[src/rtl/dm_port_arbiter.sv]
// Data-memory port arbiter: CPU (C) has fixed priority, UART engine (U) gets a starvation
// guarantee and optional burst lock. Optional statistics counters under DM_ARB_STATS_EN.
module dm_port_arbiter #(
  parameter int ADDR_BITS  = 9,
  parameter int STARVE_MAX = 4
) (
  input  logic                 clk,
  input  logic                 reset,
  input  logic                 c_req,
  input  logic                 c_we,
  input  logic [ADDR_BITS-1:0] c_addr,
  input  logic [31:0]          c_wdata,
  output logic                 c_gnt,
  output logic                 c_rvalid,
  output logic [31:0]          c_rdata,
  output logic                 cpu_stall,
  input  logic                 u_req,
  input  logic                 u_we,
  input  logic                 u_lock,
  input  logic [ADDR_BITS-1:0] u_addr,
  input  logic [31:0]          u_wdata,
  output logic                 u_gnt,
  output logic                 u_rvalid,
  output logic [31:0]          u_rdata,
  output logic                 mem_we,
  output logic [ADDR_BITS-1:0] mem_addr,
  output logic [31:0]          mem_wdata,
  input  logic [31:0]          mem_rdata
`ifdef DM_ARB_STATS_EN
  ,
  output logic [15:0]          stat_conflicts,
  output logic [15:0]          stat_u_wait
`endif
);

  typedef enum logic [1:0] {IDLE, OWN_C, OWN_U, LOCK_U} state_t;

  localparam logic [3:0] STARVE_LIM = 4'(STARVE_MAX);

  state_t      state, state_nxt;
  logic [3:0]  starve_cnt, starve_nxt;
  logic        u_force;
  logic        c_tag, u_tag;
  logic [31:0] c_rdata_q, u_rdata_q;

  // U wins outright while it holds a burst lock or once C has had its quota.
  assign u_force = u_req & ((state == LOCK_U) | (starve_cnt == STARVE_LIM));

  always_comb begin
    u_gnt      = u_req & (u_force | ~c_req);
    c_gnt      = c_req & ~u_force;
    state_nxt  = IDLE;
    starve_nxt = starve_cnt;
    if (c_gnt)                state_nxt = OWN_C;
    else if (u_gnt && u_lock) state_nxt = LOCK_U;
    else if (u_gnt)           state_nxt = OWN_U;
    if (!u_req || u_gnt)
      starve_nxt = '0;
    else if (c_gnt && starve_cnt != STARVE_LIM)
      starve_nxt = starve_cnt + 4'd1;
  end

  assign cpu_stall = c_req & ~c_gnt;
  assign mem_addr  = u_gnt ? u_addr  : c_addr;
  assign mem_wdata = u_gnt ? u_wdata : c_wdata;
  // Writes commit on the edge, so suppress them while reset is held.
  assign mem_we    = reset & ((c_gnt & c_we) | (u_gnt & u_we));

  always_ff @(posedge clk or negedge reset) begin
    if (!reset) begin
      state      <= IDLE;
      starve_cnt <= '0;
      c_tag      <= 1'b0;
      u_tag      <= 1'b0;
      c_rdata_q  <= '0;
      u_rdata_q  <= '0;
    end else begin
      state      <= state_nxt;
      starve_cnt <= starve_nxt;
      c_tag      <= c_gnt & ~c_we;
      u_tag      <= u_gnt & ~u_we;
      if (c_tag) c_rdata_q <= mem_rdata;
      if (u_tag) u_rdata_q <= mem_rdata;
    end
  end

  // Memory read data arrives the cycle after the address; the tag steers it to its owner.
  assign c_rvalid = c_tag;
  assign u_rvalid = u_tag;
  assign c_rdata  = c_tag ? mem_rdata : c_rdata_q;
  assign u_rdata  = u_tag ? mem_rdata : u_rdata_q;

`ifdef DM_ARB_STATS_EN
  always_ff @(posedge clk or negedge reset) begin
    if (!reset) begin
      stat_conflicts <= '0;
      stat_u_wait    <= '0;
    end else begin
      if (c_req && u_req && stat_conflicts != 16'hFFFF)
        stat_conflicts <= stat_conflicts + 16'd1;
      if (u_req && !u_gnt && stat_u_wait != 16'hFFFF)
        stat_u_wait <= stat_u_wait + 16'd1;
    end
  end
`endif

endmodule

[config.mk]
export PLATFORM = sky130hd
export DESIGN_NAME = dm_port_arbiter
export DESIGN_NICKNAME = d
export VERILOG_FILES = /design/src/rtl/dm_port_arbiter.sv
export SDC_FILE = /design/constraint.sdc
export NUM_CORES = 1
export LEC_CHECK = 0
export BUFFER_PORTS_ARGS = -buffer_cell sky130_fd_sc_hd__buf_2
export CAP_MARGIN = 20
export CORE_MARGIN = 2
export CORE_UTILIZATION = 30
export DETAILED_ROUTE_END_ITERATION = 10
export PLACE_DENSITY_LB_ADDON = 0.05
export SLEW_MARGIN = 20
export SYNTH_ARGS = -nofsm -noshare
export SYNTH_HDL_FRONTEND = slang
export SYNTH_SLANG_ARGS = --single-unit
export TNS_END_PERCENT = 5
[constraint.sdc]
create_clock -name clk -period 3.55 [get_ports clk]
set_input_delay 0.1775 -clock clk [delete_from_list [all_inputs] [get_ports clk]]
set_output_delay 0.1775 -clock clk [all_outputs]
set_load 0.02 [all_outputs]
==> metrics.txt <==
# TYPE chip_impl_metric gauge
chip_impl_info{name="run_status",value="complete, no violations"} 1
chip_impl_metric{name="std_cell_rows",unit=""} 37
chip_impl_info{name="worst_hold_startpoint",value="u_lock"} 1
chip_impl_metric{name="ir_worst_vdd",unit="uV"} 185.7
chip_impl_metric{name="synth_top_cell_area_share",unit="%"} 55.47
chip_impl_metric{name="synth.net_count",unit=""} 342
chip_impl_info{name="worstReg2RegEnd",value="u_rvalid"} 1
chip_impl_metric{name="cp.buffers_inverters",unit=""} 3
chip_impl_metric{name="antenna_found_initial",unit=""} 0
chip_impl_info{name="ws_path_type",value="register to primary output"} 1
chip_impl_metric{name="layout_min_cycle_time",unit="ns"} 2.568
chip_impl_metric{name="place.gp.congestion",unit=""} 0.7609
chip_impl_metric{name="slew_headroom",unit="%"} 55.46
chip_impl_info{name="synth.largest_area_cell",value="sky130_fd_sc_hd__dfrtp_1"} 1
chip_impl_metric{name="setup_tns",unit="ns"} 0
chip_impl_metric{name="place.port_buffers",unit=""} 231
chip_impl_metric{name="post-place-ws",unit="ns"} 1.338
chip_impl_info{name="slowest_stage_cell_on_the_critical_path",value="sky130_fd_sc_hd__buf_4"} 1
chip_impl_metric{name="floorplan.die.width",unit="um"} 108.1
chip_impl_metric{name="count_of_tritonroute_iterations_in_the_first_routing_pass",unit=""} 4
chip_impl_info{name="rr_startpoint",value="starve_cnt[0]"} 1
chip_impl_metric{name="final.setup_skew",unit="ns"} 0.01249
chip_impl_info{name="hold_path_end",value="state[0]"} 1
chip_impl_metric{name="cp.required",unit="ns"} 3.37
chip_impl_info{name="cp-start-kind",value="register"} 1
chip_impl_metric{name="worstSkewPairLatency",unit="ns"} 0.34
chip_impl_metric{name="first_pass_grt_wire_length",unit="um"} 14550
chip_impl_metric{name="finalInstanceArea",unit="um2"} 4786
chip_impl_info{name="endpoint_kind",value="primary output"} 1
chip_impl_metric{name="grt_pass1_vias",unit=""} 2810
chip_impl_metric{name="setup_violations",unit=""} 0
chip_impl_metric{name="post_synth_num_cell_types",unit=""} 21
chip_impl_metric{name="fill_cells",unit=""} 1006
chip_impl_metric{name="utilization_of_the_core_after_routing",unit="%"} 45.95
chip_impl_metric{name="grt.overflow.total",unit=""} 0
chip_impl_metric{name="worstMarginPinSlew",unit="ns"} 0.6681
chip_impl_metric{name="syn_to_final_growth",unit="%"} 47.34
chip_impl_metric{name="largest_net_degree_at_the_start_of_global_routing",unit=""} 46
chip_impl_info{name="synth_top_cells_by_area",value="sky130_fd_sc_hd__dfrtp_1 (55%), sky130_fd_sc_hd__mux2_2 (35%), sky130_fd_sc_hd__buf_6 (1.4%)"} 1
chip_impl_metric{name="whs",unit="ns"} 0.05301
chip_impl_metric{name="syn_area",unit="um2"} 3248
chip_impl_metric{name="r2r_cells",unit=""} 6
chip_impl_metric{name="holdPathStages",unit=""} 3
chip_impl_info{name="timing.critical_path.cells",value="inv_1 > ha_1 > and3b_1 > o31ai_4 > buf_4 > mux2_2 > buf_2"} 1
chip_impl_metric{name="timing_max_transition_violations_final",unit=""} 0
chip_impl_metric{name="placed_cell_area",unit="um2"} 4537
chip_impl_metric{name="grt.total_usage",unit="%"} 16.55
chip_impl_metric{name="layout-drive-gt1-share",unit="%"} 76.79
chip_impl_metric{name="pwr_density_cell",unit="nW/um2"} 516.1
chip_impl_metric{name="finish.net_count",unit=""} 580
chip_impl_metric{name="routedWlPerCell",unit="um"} 16.50
chip_impl_metric{name="reg2reg_setup_slack",unit="ns"} 1.85
chip_impl_metric{name="cts_max_level",unit=""} 3
chip_impl_metric{name="cpPeakStageDelay",unit="ns"} 0.47
chip_impl_metric{name="count_of_unresolved_drc_violations_after_routing",unit=""} 0
chip_impl_metric{name="detailedPlacementHpwl",unit="um"} 7886
chip_impl_metric{name="clk_pin_slew",unit="ns"} 0.07
chip_impl_metric{name="final_hold_viol_count",unit=""} 0
chip_impl_metric{name="post_synth.cell_area_avg",unit="um2"} 14.83
chip_impl_metric{name="max_cap_viol_count",unit=""} 0
chip_impl_metric{name="die_area",unit="um2"} 11680
chip_impl_metric{name="viasPerCell",unit=""} 4.471
chip_impl_metric{name="detail-route-antenna-nets",unit=""} 0
chip_impl_metric{name="finalWorstSetupSlack",unit="ns"} 0.9825
chip_impl_metric{name="period_share",unit="%"} 72.32
chip_impl_metric{name="worst-path-max-fanout",unit=""} 45
chip_impl_info{name="cell_family_with_most_cp_delay",value="buffers and inverters"} 1
chip_impl_metric{name="cts_inserted_buffers",unit=""} 9
chip_impl_metric{name="antennaDiodeCount",unit=""} 0
chip_impl_metric{name="initial_core_util",unit="%"} 31.18
chip_impl_metric{name="cts.repair.resized",unit=""} 0
chip_impl_metric{name="worst-endpoint-arrival",unit="ns"} 2.39
chip_impl_info{name="most-common-layout-cells",value="sky130_fd_sc_hd__buf_2 (231), sky130_fd_sc_hd__mux2_2 (102), sky130_fd_sc_hd__dfrtp_1 (72), sky130_fd_sc_hd__clkbuf_8 (10), sky130_fd_sc_hd__inv_1 (6)"} 1
chip_impl_info{name="layout.cells.most_common",value="sky130_fd_sc_hd__buf_2"} 1
chip_impl_metric{name="cts_num_sinks",unit=""} 72
chip_impl_metric{name="finalWirelength",unit="um"} 9853
chip_impl_metric{name="timing.fmax",unit="MHz"} 389.5
chip_impl_info{name="clock_tree.root_cell",value="sky130_fd_sc_hd__clkbuf_8"} 1
chip_impl_metric{name="num_ports",unit=""} 232
chip_impl_metric{name="ys_seq_elements",unit=""} 72
chip_impl_info{name="cts_tree",value="done"} 1
chip_impl_metric{name="dr.first_iter.drc_count",unit=""} 95
chip_impl_info{name="grt_setup_unrepaired",value="false"} 1
chip_impl_metric{name="route.vias.total",unit=""} 2669
chip_impl_metric{name="p_leak",unit="uW"} 0.002447
chip_impl_metric{name="post_synth_inst_count",unit=""} 219
chip_impl_metric{name="vertical_extent_of_the_die",unit="um"} 108.1
chip_impl_info{name="min-delay-path-class",value="primary input to register"} 1
chip_impl_metric{name="max-clock-path-buffers",unit=""} 2
chip_impl_metric{name="placeableCoreArea",unit="um2"} 10420
chip_impl_metric{name="yosysSeqAreaShare",unit="%"} 55.47
chip_impl_metric{name="yosys_warns",unit=""} 0
-- logic make-up after synthesis --
family,Yosys count,synth area share (%)
fa+ha+maj,2,0.7703
xor+xnor,2,0.5394
buf+inv,18,3.005
flops,72,55.47
compound gates,3,1.002
mux,105,36.40
simple gates,17,2.812
-- through the flow --
step / std cells / total power (uW)
after global placement: 579 / 1780
after detailed placement: 579 / 1792
after floorplan: 219 / 1490
final: 597 / 2470
after CTS: 597 / 2516
after global routing: 597 / 2618
-- worst register-to-register path: stages (launching register included) --
cell                      delay [ns]
sky130_fd_sc_hd__dfrtp_1        0.37
sky130_fd_sc_hd__inv_1          0.06
sky130_fd_sc_hd__ha_1           0.20
sky130_fd_sc_hd__and3b_1        0.22
sky130_fd_sc_hd__o31ai_4        0.17
sky130_fd_sc_hd__buf_4          0.47
sky130_fd_sc_hd__nor2_1         0.09
-- cell type report --
cell class	count	area, um2	share of cell area (%)
clock buffers	10	137.6	2.876
inverters	6	22.52	0.4706
multi-input cells	129	1349	28.18
repair buffers	239	1224	25.57
well taps	136	170.2	3.556
clock inverters	5	81.33	1.699
flip-flops and latches	72	1802	37.65
-- sequential cells by signal, summed over array words and instances (netlist names) --
register and flops:
c_rdata_q 32, u_rdata_q 32, starve_cnt 4, state 2
c_rvalid 1, u_rvalid 1
-- how the worst max path moves through the flow --
stage | slack, ns | start | endpoint | cells after the start
after floorplan | 1.58 | starve_cnt[0] | mem_wdata[25] | 6
after global placement | 1.35 | starve_cnt[0] | mem_addr[5] | 7
after detailed placement | 1.34 | starve_cnt[0] | mem_wdata[17] | 7
after CTS | 0.94 | starve_cnt[0] | mem_wdata[17] | 7
after global routing | 0.81 | starve_cnt[0] | mem_wdata[17] | 7
final | 0.98 | starve_cnt[0] | mem_wdata[17] | 7
-- timing repair --
item | in CTS | in global routing
setup buffers | 0 | 0
hold buffers | 3 | 0
endpoints found under the hold margin | 32 | 0
endpoints found under the setup margin | 0 | 0
-- Yosys cell counts (all sizes together) --
master	n
mux2	105
dfrtp	72
buf	10
inv	6
and3	4
nand2	4
nand3	3
clkbuf	2
ha	2
nor2	2
a21oi	1
and2	1
and3b	1
nand4b	1
nor3	1
o22ai	1
o31ai	1
xnor2	1
xor2	1
-- metal layers --
| metal | routed length (um) | vias up | global-route usage (%) |
|---|---|---|---|
| met5 | 0 | - | 0 |
| met4 | 131 | 0 | 5.495 |
| met3 | 862 | 11 | 5.425 |
| met2 | 5234 | 127 | 30.59 |
| met1 | 3623 | 1282 | 17.69 |
| li1 | - | 1249 | - |
-- report_power, final --
part	internal (uW)	switching [uW]
clock network	411	297
logic	324	446
registers	955	37.3
Note: power is estimated with default switching activity, not from simulation.
